**config.mk**
```make
export PLATFORM = sky130hd
export DESIGN_NAME = fifo_write_arbiter
export DESIGN_NICKNAME = d
export VERILOG_FILES = /design/src/rtl/fifo_write_arbiter.sv
export SDC_FILE = /design/constraint.sdc
export NUM_CORES = 1
export LEC_CHECK = 0
export BUFFER_PORTS_ARGS = -buffer_cell sky130_fd_sc_hd__buf_2
export CAP_MARGIN = 20
export CORE_MARGIN = 2
export CORE_UTILIZATION = 48
export CTS_CLUSTER_SIZE = 12
export DETAILED_ROUTE_END_ITERATION = 8
export PLACE_DENSITY = 0.91
export SLEW_MARGIN = 20
export SYNTH_ARGS = -nofsm -noshare
export SYNTH_HDL_FRONTEND = slang
export SYNTH_SLANG_ARGS = --single-unit
```
**constraint.sdc**
```tcl
create_clock -name clk -period 5.3 [get_ports clk]
set_clock_uncertainty 0.2 [all_clocks]
set_input_delay 1.06 -clock clk [delete_from_list [all_inputs] [get_ports clk]]
set_output_delay 1.06 -clock clk [all_outputs]
set_load 0.01 [all_outputs]
```
**src/rtl/fifo_write_arbiter.sv**
```systemverilog
// -----------------------------------------------------------------------------
// fifo_write_arbiter
//
// Shares the single write port of a FIFO between NUM_REQ producers. Each
// producer streams beats with a valid/ready handshake. Ownership is granted
// round-robin and held for a whole burst. A burst ends on an accepted beat
// flagged req_last, or on the MAX_BURST-th accepted beat, whichever comes
// first. The FIFO full flag stalls the owner without losing or repeating a
// beat. Every grant starts with one arbitration cycle in which no beat is
// accepted.
//
// Ports:
//   clk           rising-edge clock
//   reset         asynchronous, active-high reset
//   req_valid     per-requester beat valid
//   req_data      beats; requester i uses bits [i*DATA_WIDTH +: DATA_WIDTH]
//   req_last      per-requester last-beat flag, qualified by valid
//   req_ready     per-requester ready; a beat is taken when valid & ready
//   fifo_full     FIFO full flag
//   fifo_wren     FIFO write enable
//   fifo_data     FIFO write data (zero when not writing)
//   grant_id      index of the current owner, meaningful while grant_active
//   grant_active  high while a burst is owned
//   burst_cnt     beats accepted so far in the current burst
// -----------------------------------------------------------------------------
module fifo_write_arbiter #(
    parameter int NUM_REQ    = 4,
    parameter int DATA_WIDTH = 8,
    parameter int MAX_BURST  = 16,
    localparam int IDW       = (NUM_REQ > 1) ? $clog2(NUM_REQ) : 1
) (
    input  logic                          clk,
    input  logic                          reset,
    input  logic [NUM_REQ-1:0]            req_valid,
    input  logic [NUM_REQ*DATA_WIDTH-1:0] req_data,
    input  logic [NUM_REQ-1:0]            req_last,
    output logic [NUM_REQ-1:0]            req_ready,
    input  logic                          fifo_full,
    output logic                          fifo_wren,
    output logic [DATA_WIDTH-1:0]         fifo_data,
    output logic [IDW-1:0]                grant_id,
    output logic                          grant_active,
    output logic [7:0]                    burst_cnt
);

    typedef enum logic {
        ARB   = 1'b0,
        BURST = 1'b1
    } state_t;

    state_t          state_q, state_d;
    logic [IDW-1:0]  rr_ptr_q, rr_ptr_d;
    logic [IDW-1:0]  grant_id_q, grant_id_d;
    logic [7:0]      burst_cnt_q, burst_cnt_d;

    logic                  sel_valid;
    logic                  sel_last;
    logic [DATA_WIDTH-1:0] sel_data;
    logic                  port_open;
    logic                  accept;
    logic                  burst_end;
    logic                  found;
    logic [IDW-1:0]        winner;
    logic [IDW:0]          scan_sum;
    logic [IDW-1:0]        next_ptr;

    // Mux out the owner's valid/last/data; every other requester is ignored.
    always_comb begin
        sel_valid = 1'b0;
        sel_last  = 1'b0;
        sel_data  = '0;
        for (int i = 0; i < NUM_REQ; i++) begin
            if (grant_id_q == IDW'(i)) begin
                sel_valid = req_valid[i];
                sel_last  = req_last[i];
                sel_data  = req_data[i*DATA_WIDTH +: DATA_WIDTH];
            end
        end
    end

    assign port_open = (state_q == BURST) && !fifo_full;
    assign accept    = port_open && sel_valid;
    assign fifo_wren = accept;
    assign fifo_data = accept ? sel_data : '0;

    // A last beat landing on the MAX_BURST-th beat is a single end event.
    assign burst_end = accept && (sel_last || (burst_cnt_q == 8'(MAX_BURST - 1)));

    always_comb begin
        req_ready = '0;
        for (int i = 0; i < NUM_REQ; i++) begin
            req_ready[i] = port_open && (grant_id_q == IDW'(i));
        end
    end

    // Round-robin scan starting at rr_ptr; the sum is one bit wider so the
    // wrap back to zero can be detected without overflow.
    always_comb begin
        found    = 1'b0;
        winner   = '0;
        scan_sum = '0;
        for (int k = 0; k < NUM_REQ; k++) begin
            scan_sum = {1'b0, rr_ptr_q} + (IDW+1)'(k);
            if (scan_sum >= (IDW+1)'(NUM_REQ)) begin
                scan_sum = scan_sum - (IDW+1)'(NUM_REQ);
            end
            if (!found && req_valid[scan_sum[IDW-1:0]]) begin
                found  = 1'b1;
                winner = scan_sum[IDW-1:0];
            end
        end
    end

    assign next_ptr = (grant_id_q == IDW'(NUM_REQ - 1)) ? '0 : grant_id_q + IDW'(1);

    always_comb begin
        state_d     = state_q;
        rr_ptr_d    = rr_ptr_q;
        grant_id_d  = grant_id_q;
        burst_cnt_d = burst_cnt_q;
        case (state_q)
            ARB: begin
                if (found) begin
                    grant_id_d  = winner;
                    burst_cnt_d = '0;
                    state_d     = BURST;
                end
            end
            BURST: begin
                // rr_ptr only moves past the owner once its burst is over.
                if (burst_end) begin
                    state_d     = ARB;
                    rr_ptr_d    = next_ptr;
                    burst_cnt_d = '0;
                end else if (accept) begin
                    burst_cnt_d = burst_cnt_q + 8'd1;
                end
            end
            default: state_d = ARB;
        endcase
    end

    always_ff @(posedge clk or posedge reset) begin
        if (reset) begin
            state_q     <= ARB;
            rr_ptr_q    <= '0;
            grant_id_q  <= '0;
            burst_cnt_q <= '0;
        end else begin
            state_q     <= state_d;
            rr_ptr_q    <= rr_ptr_d;
            grant_id_q  <= grant_id_d;
            burst_cnt_q <= burst_cnt_d;
        end
    end

    assign grant_id     = grant_id_q;
    assign grant_active = (state_q == BURST);
    assign burst_cnt    = burst_cnt_q;

endmodule

```
==> results of run 1 <==
critical path, stage by stage, from the launching register on:
cell and delay (ns):
dfrtp_1 0.42, inv_1 0.10, ha_1 0.43, and3b_1 0.23, a2111oi_0 0.29, or2_1 0.16
buf_4 0.27, inv_2 0.11, buf_2 0.15
power by group through the flow:
stage,Clock (mW),Combinational [mW],Sequential (mW)
finish,0.0622,0.490,0.181
global route,0.0665,0.542,0.189
CTS,0.0630,0.490,0.181
detailed placement,0,0.487,0.182
global placement,0,0.476,0.182
floorplan,0,0.374,0.183
registers in the layout (all words and copies together) (netlist names):
name	flops
rr_ptr_q	2
grant_id	2
burst_cnt	8
grant_active	1
placed cells by master (no fill, tap or decap), drive strengths merged, types with 3 or more instances in the layout:
cell type   n
nand3      14
buf        67
a21oi      12
nor3       10
nand2      10
a31oi       3
ha          5
o21ai       8
a221oi      9
nor2       21
clkbuf      4
inv         9
dfrtp      13
and2        4
routing by layer:
metal  up-vias  GRT usage  routed length, µm  share of wire
met1       621      0.251               1390           0.41
li1        685          -                  -              -
met3         5     0.0306                310          0.092
met4         0     0.0708                 32         0.0095
met5         -          0                  0              0
met2        67      0.461               1620           0.48
worst paths after layout:
kind	to	depth (start not counted)
setup reg to reg	rr_ptr_q[1]	5
hold reg to reg	burst_cnt[0]	1
hold / removal	burst_cnt[0]	1
max in group asynchronous	burst_cnt[5]	2
setup / recovery	fifo_wren	8
min in group asynchronous	grant_id[1]	2
area by class of cell:
| cell class | count | area share |
|---|---|---|
| multi-input combinational | 122 | 0.506 |
| inverter | 9 | 0.0220 |
| clock buffer | 4 | 0.0171 |
| timing repair buffer | 67 | 0.220 |
| tap | 30 | 0.0244 |
| sequential | 13 | 0.211 |
kinds of logic after synthesis:
logic type               after synthesis
AND/OR/NAND/NOR                       72
AO/OA/AOI/OAI                         43
buffers and inverters                 18
flip-flops                            13
adder cells (fa/ha/maj)                5
multiplexers                           2
per-stage QoR:
stage | cells | hold WS [ns] | worst slack [ns] | power (mW)
after CTS | 245 | 0.349 | 1.61 | 0.734
after floorplan | 153 | 0.280 | 2.00 | 0.558
after global placement | 241 | 0.316 | 1.79 | 0.657
after detailed placement | 241 | 0.326 | 1.73 | 0.670
after global routing | 245 | 0.373 | 1.44 | 0.797
final | 245 | 0.348 | 1.60 | 0.733
==> results_dict.tcl, run 1 <==
set metrics [dict create \
    synth_xor_area_frac 0 \
    setup_viol 0 \
    status "finished, final reports clean" \
    synthTopCellsByCount "nor2_1 (19), nand3_1 (14), dfrtp_1 (13)" \
    io_pins 67 \
    vias_per_cell 5.62 \
    syn_inst 153 \
    yosysSeqAreaShare 0.270 \
    synth_cell_type_count 43 \
    synth_ff_type "dfrtp_1" \
    die_x_um 54.1 \
    period_needed_ns 3.70 \
    cts.sinks 13 \
    place_congestion 0.855 \
    insertion_delay_ns 0.28 \
    grt_pass1_vias 1178 \
    max_slew_margin 0.371 \
    ant_nets 0 \
    worst_pin_slew_ns 0.933 \
    synth_most_common_cell "nor2_1" \
    tns_ns 0 \
    syn2layout_area_growth_pct 27.9 \
    cts_resized 0 \
    synthAdderAreaFrac 0.0520 \
    crit_type "reg2out" \
    drive_gt1_frac 0.381 \
    overflow 0 \
    sw_frac_of_total 0.505 \
    antenna_found_initial 0 \
    port_buffers 66 \
    routedWlPerCell_um 13.7 \
    cts-root-buf "clkbuf_4" \
    seqCellArea_um2 325 \
    combPwrFrac 0.668 \
    clk_path_buf_depth 2 \
    min_path_type "reg2reg" \
    cts_buffers 3 \
    sequentialPowerShare 0.247 \
    synth_nets 201 \
    start_util 0.495 \
    yosysTopAreaCell "dfrtp_1" \
    ys_seq_elements 13 \
    grt.total_usage 0.233 \
    cp_max_fo 24 \
    fin_crit_sh 0.698 \
    worstPathRequired_ns 4.04 \
    drt-pass1-iter-count 4 \
    final_core_util 0.633 \
    grt_pass1_wl_mm 4.94 \
    final_area_um2 1540 \
    synth_mux_area_frac 0.0208 \
    drv_cap 0 \
    p_per_area_nw_per_um2 476 \
    dpl.hpwl_mm 2.56 \
    critPathLaunchType "flop" \
    core-area_um2 2430 \
    die_area_um2 2920 \
    insertedDiodeCount 0 \
    fill_cells 224 \
    synth_area_leaders "dfrtp_1 (27%), a221oi_1 (6.5%), nor2_1 (5.9%), nand3_1 (5.8%), ha_1 (5.2%)" \
    synth_compound_area_frac 0.274 \
    hold_start "burst_cnt[0]" \
    max_freq_ghz 0.270 \
    power_switching_mw 0.370 \
    slew_violations 0 \
    syn_area_um2 1200 \
    p_int_mw 0.363 \
    rows 18 \
    clk_pin_slew_ns 0.08 \
    ir_worst_vdd_mv 0.294 \
    crit_path_end_kind "primary output" \
    ctsHoldBuffers 0 \
    synth_edf_count 0 \
    die_y_um 54.1 \
    startpoint "grant_id[1]" \
    drt-total-wl_mm 3.36 \
    cts.htree.levels 1 \
    num_vias 1378 \
    drc 0 \
    rsz0062_at_grt "no" \
    worstPathArrival_ns 2.44 \
    synthArstFlopShare 1.00 \
    cts_tree "done" \
    yosysTopAreaCellShare 0.270 \
    r2r_start "grant_id[0]" \
    layout.nets 264 \
    pwr-share-clk 0.085 \
    postCtsSetupBuffers 0 \
    yosys_warnings 0 \
    rrSetupSlack_ns 2.55 \
    p_leak_nw 0.774 \
    synth-simple-area-share 0.299 \
    postSynthAreaPerCell_um2 7.87 \
    synth_top_family_by_area "simple AND/OR/NAND/NOR gates" \
    hold_viol 0 \
    dpl_cell_area_um2 1510 \
    multi_input_area_um2 778 \
    grt_start_max_net_pins 25 \
    first_iter_violations 34 \
]
Power figures use the tool's default switching activity.
==> run 2, diff against run 1 <==
Settings changed: CORE_UTILIZATION 48 to 40, PLACE_DENSITY 0.91 to 0.81.
Clock period 5.3 ns to 3.15 ns, I/O delays scaled along.
==> results_dict.tcl, run 2 (same netlist as run 1, synthesis figures left out) <==
set metrics [dict create \
    fin_crit_sh 0.924 \
    hold_viol 0 \
    failed_checks "design-rule violations" \
    routedWlPerCell_um 13.7 \
    crit_path_end_kind "primary output" \
    r2r-end "rr_ptr_q[1]" \
    rsz0062_at_grt "no" \
    reg2regPathDepth 8 \
    cts-root-buf "clkbuf_4" \
    insertion_delay_ns 0.27 \
    cp_cell_sequence "inv_1 -> ha_1 -> buf_4 -> nor2b_2 -> a221oi_1 -> nor3_1 -> a21oi_1 -> nor2_1 -> buf_2" \
    drive_gt1_frac 0.406 \
    grt_start_max_net_pins 16 \
    rows 19 \
    worst_pin_slew_ns 0.638 \
    drv_cap 0 \
    postCtsSetupBuffers 0 \
    start_util 0.429 \
    final_area_um2 1580 \
    dpl.hpwl_mm 2.77 \
    cts_buffers 3 \
    final_core_util 0.562 \
    cp_slowest_cell "dfrtp_1" \
    r2r_start "grant_id[1]" \
    clk_path_buf_depth 2 \
    cp_max_fo 10 \
    period_needed_ns 2.91 \
    cts.htree.levels 1 \
    combPwrFrac 0.675 \
    rrSetupSlack_ns 0.57 \
    cts_tree "done" \
    hold-worst-slack_ns 0.163 \
    p_leak_nw 0.795 \
    num_vias 1380 \
    cts.sinks 13 \
    drt-total-wl_mm 3.43 \
    vias_per_cell 5.52 \
    p_per_area_nw_per_um2 795 \
    overflow 0 \
    cpPeakStageDelay_ns 0.42 \
    die_area_um2 3460 \
    cp_top_family "simple AND/OR/NAND/NOR gates" \
    first_iter_violations 53 \
    core-area_um2 2810 \
    final_cell_mix "buf_2 (66), nor2_1 (19), nand3_1 (14)" \
    sw_frac_of_total 0.493 \
    drc 10 \
    slew_violations 0 \
    sequentialPowerShare 0.244 \
    p_int_mw 0.636 \
    ant_nets 0 \
    grt_pass1_wl_mm 5.48 \
    critPathLaunchType "flop" \
    power_switching_mw 0.619 \
    antenna_found_initial 0 \
    ir_worst_vdd_mv 0.329 \
    largest_reg_flops 8 \
    fill_cells 290 \
    layout.nets 268 \
    tns_ns 0 \
    place_congestion 0.873 \
    insertedDiodeCount 0 \
    pwr-share-clk 0.081 \
    cts_resized 0 \
    worstPathRequired_ns 2.32 \
    clk_pin_slew_ns 0.08 \
    setup_viol 0 \
    layout_commonest_cell "buf_2" \
    grt_pass1_vias 1250 \
    io_pins 67 \
    drt-pass1-iter-count 6 \
    grt.total_usage 0.204 \
    die_y_um 58.9 \
    worstPathArrival_ns 2.08 \
    status "complete, but fails checks" \
    max_freq_ghz 0.344 \
    ctsHoldBuffers 0 \
    die_x_um 58.9 \
    min_path_type "in2async" \
    syn2layout_area_growth_pct 31.1 \
    crit_type "reg2out" \
    port_buffers 66 \
    max_slew_margin 0.573 \
    critPathBufInv 3 \
    dpl_cell_area_um2 1540 \
]
==> run 2: cell count changes in the layout (fill, tap and decap cells not counted), sizes merged <==
cell,previous run,this run
buf,67,71
==> run 2: worst max-delay path by stage <==
stage	endpoint	cells after the start	startpoint	slack, ns
finish	fifo_data[2]	9	grant_id[1]	0.24
global route	fifo_wren	7	grant_id[0]	0.06
CTS	fifo_wren	7	grant_id[0]	0.002
global placement	fifo_wren	7	grant_id[0]	0.39
detailed placement	fifo_wren	7	grant_id[0]	0.31
floorplan	fifo_data[0]	8	grant_id[0]	0.64
==> run 2: power groups by stage <==
stage	clock network [mW]	registers (mW)	logic (mW)
final	0.102	0.306	0.847
after floorplan	0	0.309	0.630
after global routing	0.108	0.319	0.953
after CTS	0.104	0.306	0.840
after global placement	0	0.303	0.825
after detailed placement	0	0.308	0.839
==> run 2: final cells by class <==
type	instances	area, µm²	area share
Inverter	9	33.8	0.0214
Clock buffer	4	26.3	0.0167
Multi-Input combinational cell	122	786	0.498
Tap cell	31	38.8	0.0246
Timing Repair Buffer	71	368	0.233
Sequential cell	13	325	0.206
==> run 2: layer usage <==
layer	global-route usage	wire [µm]
met1	0.251	1480
met2	0.362	1580
met3	0.0286	312
met4	0.0682	54
met5	0	0
==> run 2: per-stage QoR <==
step	power [mW]	setup slack (ns)	std cells
6_report	1.25	0.239	250
5_1_grt	1.38	0.0556	250
4_1_cts	1.25	0.00221	250
3_5_place_dp	1.15	0.311	246
3_3_place_gp	1.13	0.389	246
2_1_floorplan	0.938	0.636	153
